[src/rtl/brisc_pkg.sv]
// brisc_pkg: shared register-file widths and types for the brisc core
package brisc_pkg;
    localparam int REG_LEN         = 32;
    localparam int REG_NUM_DEFAULT = 32;
    typedef logic [4:0]         reg_addr_t;
    typedef logic [REG_LEN-1:0] reg_data_t;
endpackage

[src/rtl/reg_scoreboard.sv]
// reg_scoreboard: per-register pending-write bits with issue handshake, flush and pending count
// Ports: clk/reset (async, active-high); wr_en/wr_addr clear busy bits on writeback;
// issue_valid/issue_addr/issue_ready mark a destination pending; issue_acc flags an accepted issue;
// flush clears all busy bits; busy is the registered scoreboard; busy_cnt its registered popcount.
module reg_scoreboard
    import brisc_pkg::*;
#(
    parameter int REG_NUM = REG_NUM_DEFAULT,
    parameter int NUM_WR  = 2,
    parameter int AW      = $clog2(REG_NUM)
) (
    input  logic                       clk,
    input  logic                       reset,
    input  logic [NUM_WR-1:0]          wr_en,
    input  logic [NUM_WR-1:0][AW-1:0]  wr_addr,
    input  logic                       issue_valid,
    input  logic [AW-1:0]              issue_addr,
    input  logic                       flush,
    output logic                       issue_ready,
    output logic                       issue_acc,
    output logic [REG_NUM-1:0]         busy,
    output logic [AW:0]                busy_cnt
);
    logic [REG_NUM-1:0] busy_q, busy_d;
    logic [AW:0]        cnt_q, cnt_d;
    // Depends only on registered state, so writebacks never reach issue_ready combinationally.
    assign issue_ready = !busy_q[issue_addr] || issue_addr == '0;
    assign issue_acc   = issue_valid && issue_ready;
    assign busy        = busy_q;
    assign busy_cnt    = cnt_q;
    // Clears first, then the issue set, so an issue beats a same-cycle writeback; flush beats both.
    always_comb begin
        busy_d = busy_q;
        for (int w = 0; w < NUM_WR; w++)
            if (wr_en[w]) busy_d[wr_addr[w]] = 1'b0;
        if (issue_acc) busy_d[issue_addr] = 1'b1;
        busy_d[0] = 1'b0;
        if (flush) busy_d = '0;
        cnt_d = '0;
        for (int i = 0; i < REG_NUM; i++)
            cnt_d = cnt_d + (AW+1)'(busy_d[i]);
    end
    always_ff @(posedge clk or posedge reset) begin
        if (reset) begin
            busy_q <= '0;
            cnt_q  <= '0;
        end else begin
            busy_q <= busy_d;
            cnt_q  <= cnt_d;
        end
    end
endmodule

[src/rtl/reg_file_sb.sv]
// reg_file_sb: multi-ported register file with pending-write scoreboard, x0 hardwired to zero
// Ports: clk/reset (async, active-high); rd_addr -> rd_data/rd_busy (combinational);
// wr_en/wr_addr/wr_data writeback ports (highest index wins); issue_valid/issue_addr/issue_ready;
// flush clears pending bits; busy_cnt counts pending registers.
// Config: define REG_FILE_BYPASS_EN to forward same-cycle writebacks to the read ports.
module reg_file_sb
    import brisc_pkg::*;
#(
    parameter int XLEN    = REG_LEN,
    parameter int REG_NUM = REG_NUM_DEFAULT,
    parameter int NUM_RD  = 2,
    parameter int NUM_WR  = 2,
    parameter int AW      = $clog2(REG_NUM)
) (
    input  logic                         clk,
    input  logic                         reset,
    input  logic [NUM_RD-1:0][AW-1:0]    rd_addr,
    output logic [NUM_RD-1:0][XLEN-1:0]  rd_data,
    output logic [NUM_RD-1:0]            rd_busy,
    input  logic [NUM_WR-1:0]            wr_en,
    input  logic [NUM_WR-1:0][AW-1:0]    wr_addr,
    input  logic [NUM_WR-1:0][XLEN-1:0]  wr_data,
    input  logic                         issue_valid,
    input  logic [AW-1:0]                issue_addr,
    output logic                         issue_ready,
    input  logic                         flush,
    output logic [AW:0]                  busy_cnt
);
    logic [XLEN-1:0]    regs_q [REG_NUM];
    logic [XLEN-1:0]    regs_d [REG_NUM];
    logic [REG_NUM-1:0] busy;
    logic               issue_acc;
    reg_scoreboard #(.REG_NUM(REG_NUM), .NUM_WR(NUM_WR), .AW(AW)) u_sb (
        .clk(clk), .reset(reset), .wr_en(wr_en), .wr_addr(wr_addr),
        .issue_valid(issue_valid), .issue_addr(issue_addr), .flush(flush),
        .issue_ready(issue_ready), .issue_acc(issue_acc), .busy(busy), .busy_cnt(busy_cnt)
    );
    // Ascending port order lets the highest-indexed port win an address conflict.
    always_comb begin
        regs_d = regs_q;
        for (int w = 0; w < NUM_WR; w++)
            if (wr_en[w] && wr_addr[w] != '0) regs_d[wr_addr[w]] = wr_data[w];
    end
    always_ff @(posedge clk or posedge reset) begin
        if (reset) regs_q <= '{default: '0};
        else       regs_q <= regs_d;
    end
    always_comb begin
        for (int r = 0; r < NUM_RD; r++) begin
            rd_data[r] = regs_q[rd_addr[r]];
            rd_busy[r] = busy[rd_addr[r]];
`ifdef REG_FILE_BYPASS_EN
            for (int w = 0; w < NUM_WR; w++)
                if (wr_en[w] && wr_addr[w] == rd_addr[r] && rd_addr[r] != '0) begin
                    rd_data[r] = wr_data[w];
                    rd_busy[r] = issue_acc && issue_addr == rd_addr[r];
                end
`endif
        end
    end
endmodule

[config.mk]
export PLATFORM = sky130hd
export DESIGN_NAME = reg_file_sb
export DESIGN_NICKNAME = d
export VERILOG_FILES = /design/src/rtl/brisc_pkg.sv /design/src/rtl/reg_scoreboard.sv /design/src/rtl/reg_file_sb.sv
export SDC_FILE = /design/constraint.sdc
export NUM_CORES = 2
export LEC_CHECK = 0
export CORE_ASPECT_RATIO = 1.1
export CORE_MARGIN = 1
export CORE_UTILIZATION = 40
export DETAILED_ROUTE_END_ITERATION = 8
export DONT_BUFFER_PORTS = 1
export GPL_ROUTABILITY_DRIVEN = 0
export PLACE_DENSITY = 0.53
export SLEW_MARGIN = 25
export SYNTH_ARGS = -nofsm -noshare
export SYNTH_HDL_FRONTEND = slang
export SYNTH_SLANG_ARGS = --single-unit
[constraint.sdc]
create_clock -name clk -period 45.4 [get_ports clk]
set_clock_uncertainty 0.05 [all_clocks]
set_input_delay 9.08 -clock clk [delete_from_list [all_inputs] [get_ports clk]]
set_output_delay 9.08 -clock clk [all_outputs]
set_load 0.02 [all_outputs]
# After elaboration in Yosys (flattened, before gate mapping)
# Index checks and enable logic that the tools add are counted.
[classes]
add_sub_neg = 31
n_mul = 0
n_div = 0
magnitude_cmp = 14
eq_ne = 0
n_shift = 0
n_mux = 30
bitwise = 9
n_reduce_logical = 13
[ops]
columns = ["cell", "count"]
rows = [
  ["$bwmux 1024", 2],
  ["$mux 1024", 2],
  ["$bmux 32 s5", 2],
  ["$demux 32 s5", 2],
  ["$mux 32", 10],
  ["$add 6x1->6", 30],
  ["$and 32x32->32", 2],
  ["$not 32->32", 2],
  ["$or 32x32->32", 1],
  ["$lt 5x6->1 const B", 5],
  ["$ge 6x6->1 const B", 4],
  ["$not 5->6", 4],
  ["$bmux 1 s5", 3],
  ["$demux 1 s5", 3],
  ["$ge 5x1->1 const B", 3],
  ["$lt 6x1->1 const B", 2],
  ["$reduce_bool 5->1", 2],
  ["$logic_and 1x1->1", 8],
  ["$mux 1", 6],
  ["$logic_not 5->1", 1],
  ["$add 1x1->2", 1],
  ["$logic_not 1->1", 1],
  ["$logic_or 1x1->1", 1],
]
[word_totals]
register_bits = 1062
latch_bits = 0
mem_bits_rw = 0
mem_bits_ro = 0
in_bits = 95
out_inout_bits = 73
elab_cells = 131
n_memories = 0

# Logic depth before layout (Yosys ltp)
[depth]
depth_word = 43
mapped_depth = 26
ltp_nobuf = 23

# By module
# A second synthesis with hierarchy kept.
[unflattened]
hier_cells = 7404
hier_area_um2 = 68519.5
[modules_own_cells]
columns = ["module", "n_inst", "cells_each", "area_per_inst_um2", "seq_area_each_um2"]
rows = [
  ["reg_file_sb", 1, 7069, 65183.8, 25624.6],
  ["reg_scoreboard", 1, 335, 3335.7, 925.9],
]

# Least setup slack after synthesis
# No wires, ideal clock.
[synth_path]
kind = "input to output"
startpoint = "input port issue_addr[1]"
endpoint = "output port issue_ready"
t_arrival_ns = 10.796
t_required_ns = 36.270
slack_ns = 25.474
path_stages = 6
n_path_buf = 2
cell_sequence = "buf_6 mux4_2 a22oi_2 nand4_2 buf_2 nor3_1"
[synth_between]
elab_chain_len = 4
word_cells_on_any_way = 5
classes_between = "mux: 2; reduce/logical: 3"
[synth_lines]
columns = ["item", "line", "rtl"]
rows = [
  ["start: declaration", "reg_file_sb.sv:24", "input logic [AW-1:0] issue_addr,"],
  ["$bmux 1 s5", "reg_scoreboard.sv:27", "assign issue_ready = !busy_q[issue_addr] || issue_addr == '0;"],
  ["$mux 1 (not written as such)", "reg_scoreboard.sv:27", ""],
  ["$logic_not 1->1", "reg_scoreboard.sv:27", ""],
  ["$logic_or 1x1->1 *", "reg_scoreboard.sv:27", ""],
  ["end: declaration", "reg_file_sb.sv:25", "output logic issue_ready,"],
]
# Mark *: on every way between the ends. The rest lies on a longest branch, timed or not. The select of a mux whose other input is x is not followed.

# Worst setup path in the final report
# Same ends and word-level chain as after synthesis.

==> reports/results.txt <==
Status -> complete, no violations
Residual DRC count -> 0
Fill cells -> 15.4k
Clock Path Buffers -> 3
Fin. max-slew vios -> 0
Area of the multi-input gates -> 0.0371 sq mm
Post-Syn Area -> 0.0666 sq mm
Flip-flop and latch area -> 0.0266 sq mm
Crit-path cells -> mux4_2 -> a22oi_2 -> nand4_2 -> nor3_1
Avg WL per Cell -> 32.6 um
Largest stage delay on the critical path -> 1.00 ns
Core area -> 0.165 sq mm
Initial Util -> 40.4%
Crit path DAT -> 11.38 ns
Clock sink total -> 1061
Die area -> 0.168 sq mm
Worst Path Buf+Inv -> 0
First-pass GRT wire length -> 373000 um
Area contributors post-synth -> dfrtp_1 (40%), mux4_2 (18%), mux2i_1 (16%)
Largest net degree at the start of global routing -> 267
Router iterations before antenna repair -> 8
Area Growth Syn to Fin -> 7.51%
Worst path top cell family by delay -> simple AND/OR/NAND/NOR gates
Placed cell count -> 7768
Distinct cells, synth -> 69
Startpoint types -> primary input
Crit path max fanout -> 25
Pre-CTS WS -> 24.92 ns
# Post-CTS Setup Buffers -> 0
Die width -> 391 um
Die H -> 430 um
Total wire length -> 260000 um
Vias in the first global route -> 49.8k
# rows -> 156
Critical path type -> primary input to primary output
Vias/cell -> 6.31
Root Driver -> clkbuf_16
Post-cts sizing count -> 0
FFs w/ async S/R, synth -> 100%
Yosys top cell by area -> dfrtp_1
Initial antenna violation count -> 6
Syn_nets -> 6313
CTS tree -> yes
Max Cap Viol -> 0
Most used DFF post-synth -> dfrtp_1
Crit. End Element -> primary output
Fin. Hold Viols -> 0
Cell Count, Final, Fillers Out -> 7996
#FFs+latches synth -> 1061
Actual slew at the worst max-slew pin -> 1.17 ns
Mapped Cells -> 6188
Syn avg cell area -> 10.8 sq um
Clock transition at path regs -> 0.06 ns
Most frequent cell after synthesis -> mux2i_1
H-tree levels -> 3
Hold_buf cts -> 0
Critical-path top delay cell -> nor3_1
Dpl hpwl -> 143000 um
Via count -> 50.4k
Worst IR Drop VDD -> 0.0000315 V
Hold crit path type -> flop to flop
Synth cell count leaders -> mux2i_1 (1095), dfrtp_1 (1061), nand2_1 (778), nor2_1 (548), mux4_2 (530)
Remaining antenna violation count after routing -> 0
Fmax -> 48.7 MHz
Synth top area share -> 39.9%
Unrepaired setup endpoints after global routing -> no
Slew margin rel. -> 22.0%
Setup violators final -> 0
WP data required -> 36.27 ns
Ys Warns -> 0
TNS Setup -> 0 ns
Seq/Total Area, Yosys -> 39.9%
Inserted Clock Buffers -> 118
GRT overflow -> 0
Worst Setup Slack, final -> 24.89 ns
GRT Util Overall -> 30.8%
Starting DRT DRC Count -> 5999
Pwr/cell area -> 43.3 mW/mm^2
I/O Pins -> 168
Layout cells sized above 1 -> 16.5%
Tmin final -> 20.51 ns
Worst-Skew Late Latency -> 0.77 ns
Buffers on Ports -> 0
Number of flops mapped to enable cells by yosys -> 0
Nets -> 5804
Total power -> 3100 uW
Leak -> 0.0333 uW
Final period util -> 45.2%
## placed cells by master, fill, tap and decap left out, types with 14 or more instances in the layout
| cell | Yosys | routed |
|---|---|---|
| clkinv_2 | 0 | 25 |
| inv_1 | 30 | 29 |
| nand2_1 | 778 | 739 |
| o21ai_0 | 480 | 480 |
| a2bb2oi_1 | 31 | 31 |
| a21oi_1 | 410 | 410 |
| a221oi_1 | 66 | 60 |
| a31oi_1 | 113 | 113 |
| nor2_4 | 1 | 25 |
| clkbuf_1 | 484 | 22 |
| a22oi_1 | 14 | 14 |
| clkbuf_16 | 0 | 118 |
| buf_4 | 63 | 110 |
| nor2_1 | 548 | 529 |
| nand4b_1 | 14 | 14 |
| nand2_4 | 0 | 28 |
| a22o_1 | 64 | 64 |
| clkbuf_8 | 3 | 28 |
| fa_1 | 23 | 23 |
| mux4_2 | 530 | 530 |
| dfrtp_1 | 1061 | 1061 |
| mux2i_1 | 1095 | 1095 |
## per-stage QoR
step / area, sq um / utilization (%) / hold WS (ns)
after floorplan: 66600 / - / 0.391
after global placement: 67400 / 40.9 / 0.326
after detailed placement: 67400 / 40.9 / 0.333
after CTS: 71500 / 43.4 / 0.346
after global routing: 71600 / 43.4 / 0.359
final: 71600 / 43.4 / 0.346
## report_power, final
group          leakage (uW)  internal (uW)  switching, uW
sequential           0.0131           1180            180
combinational        0.0182            408            303
clock               0.00198            586            437
## final timing paths
kind,startpoint,to,slack (ns),cells past startpoint
worst min register to register,regs_q[1007],regs_q[1007],0.35,0
worst max register to register,u_sb.busy[30],u_sb.busy_cnt[4],38.51,18
min in group asynchronous,reset,regs_q[632],8.20,1
max in group asynchronous,reset,regs_q[69],32.38,6
worst min-delay path,regs_q[1007],regs_q[1007],0.35,0
worst max-delay path,issue_addr[1],issue_ready,24.89,4
## logic make-up (layout without fill, tap and decap cells)
| kind of cell | Yosys count | count (layout) | synth area share, % |
|---|---|---|---|
| AOI/OAI and AO/OA | 1238 | 1238 | 10.7 |
| xor gates and xnor gates | 3 | 3 | 0.0395 |
| adders and majority gates | 30 | 30 | 0.823 |
| buffers and inverters | 779 | 370 | 5.20 |
| DFF | 1061 | 1061 | 39.9 |
| muxes | 1631 | 1631 | 34.5 |
| other | 0 | 5 | 0 |
| and+or+nand+nor | 1446 | 1446 | 8.81 |
## registers in the layout, summed over array words and instances, names as in the netlist
name and count:
u_sb.busy 31, regs_q 1024, u_sb.busy_cnt 6
## final cells by class
cell class              count  share of cell area, %
inverters                  32                  0.178
well taps                2212                   3.87
flip-flops and latches   1061                   37.1
diodes                      5                 0.0175
clock inverters            52                  0.878
multi-input cells        4348                   51.8
clock buffers             168                   4.78
repair buffers            118                   1.34
## layer usage
layer	routed length [um]	GRT usage, %	up-vias	part of all wire [%]
met1	103000	40.2	25800	40
met2	122000	49.0	2563	47
met5	7	0	-	0.0027
met4	12200	14.1	2	4.7
met3	22700	6.71	584	8.7
li1	-	-	21500	-
No activity file was read; power rests on OpenSTA's default activity.
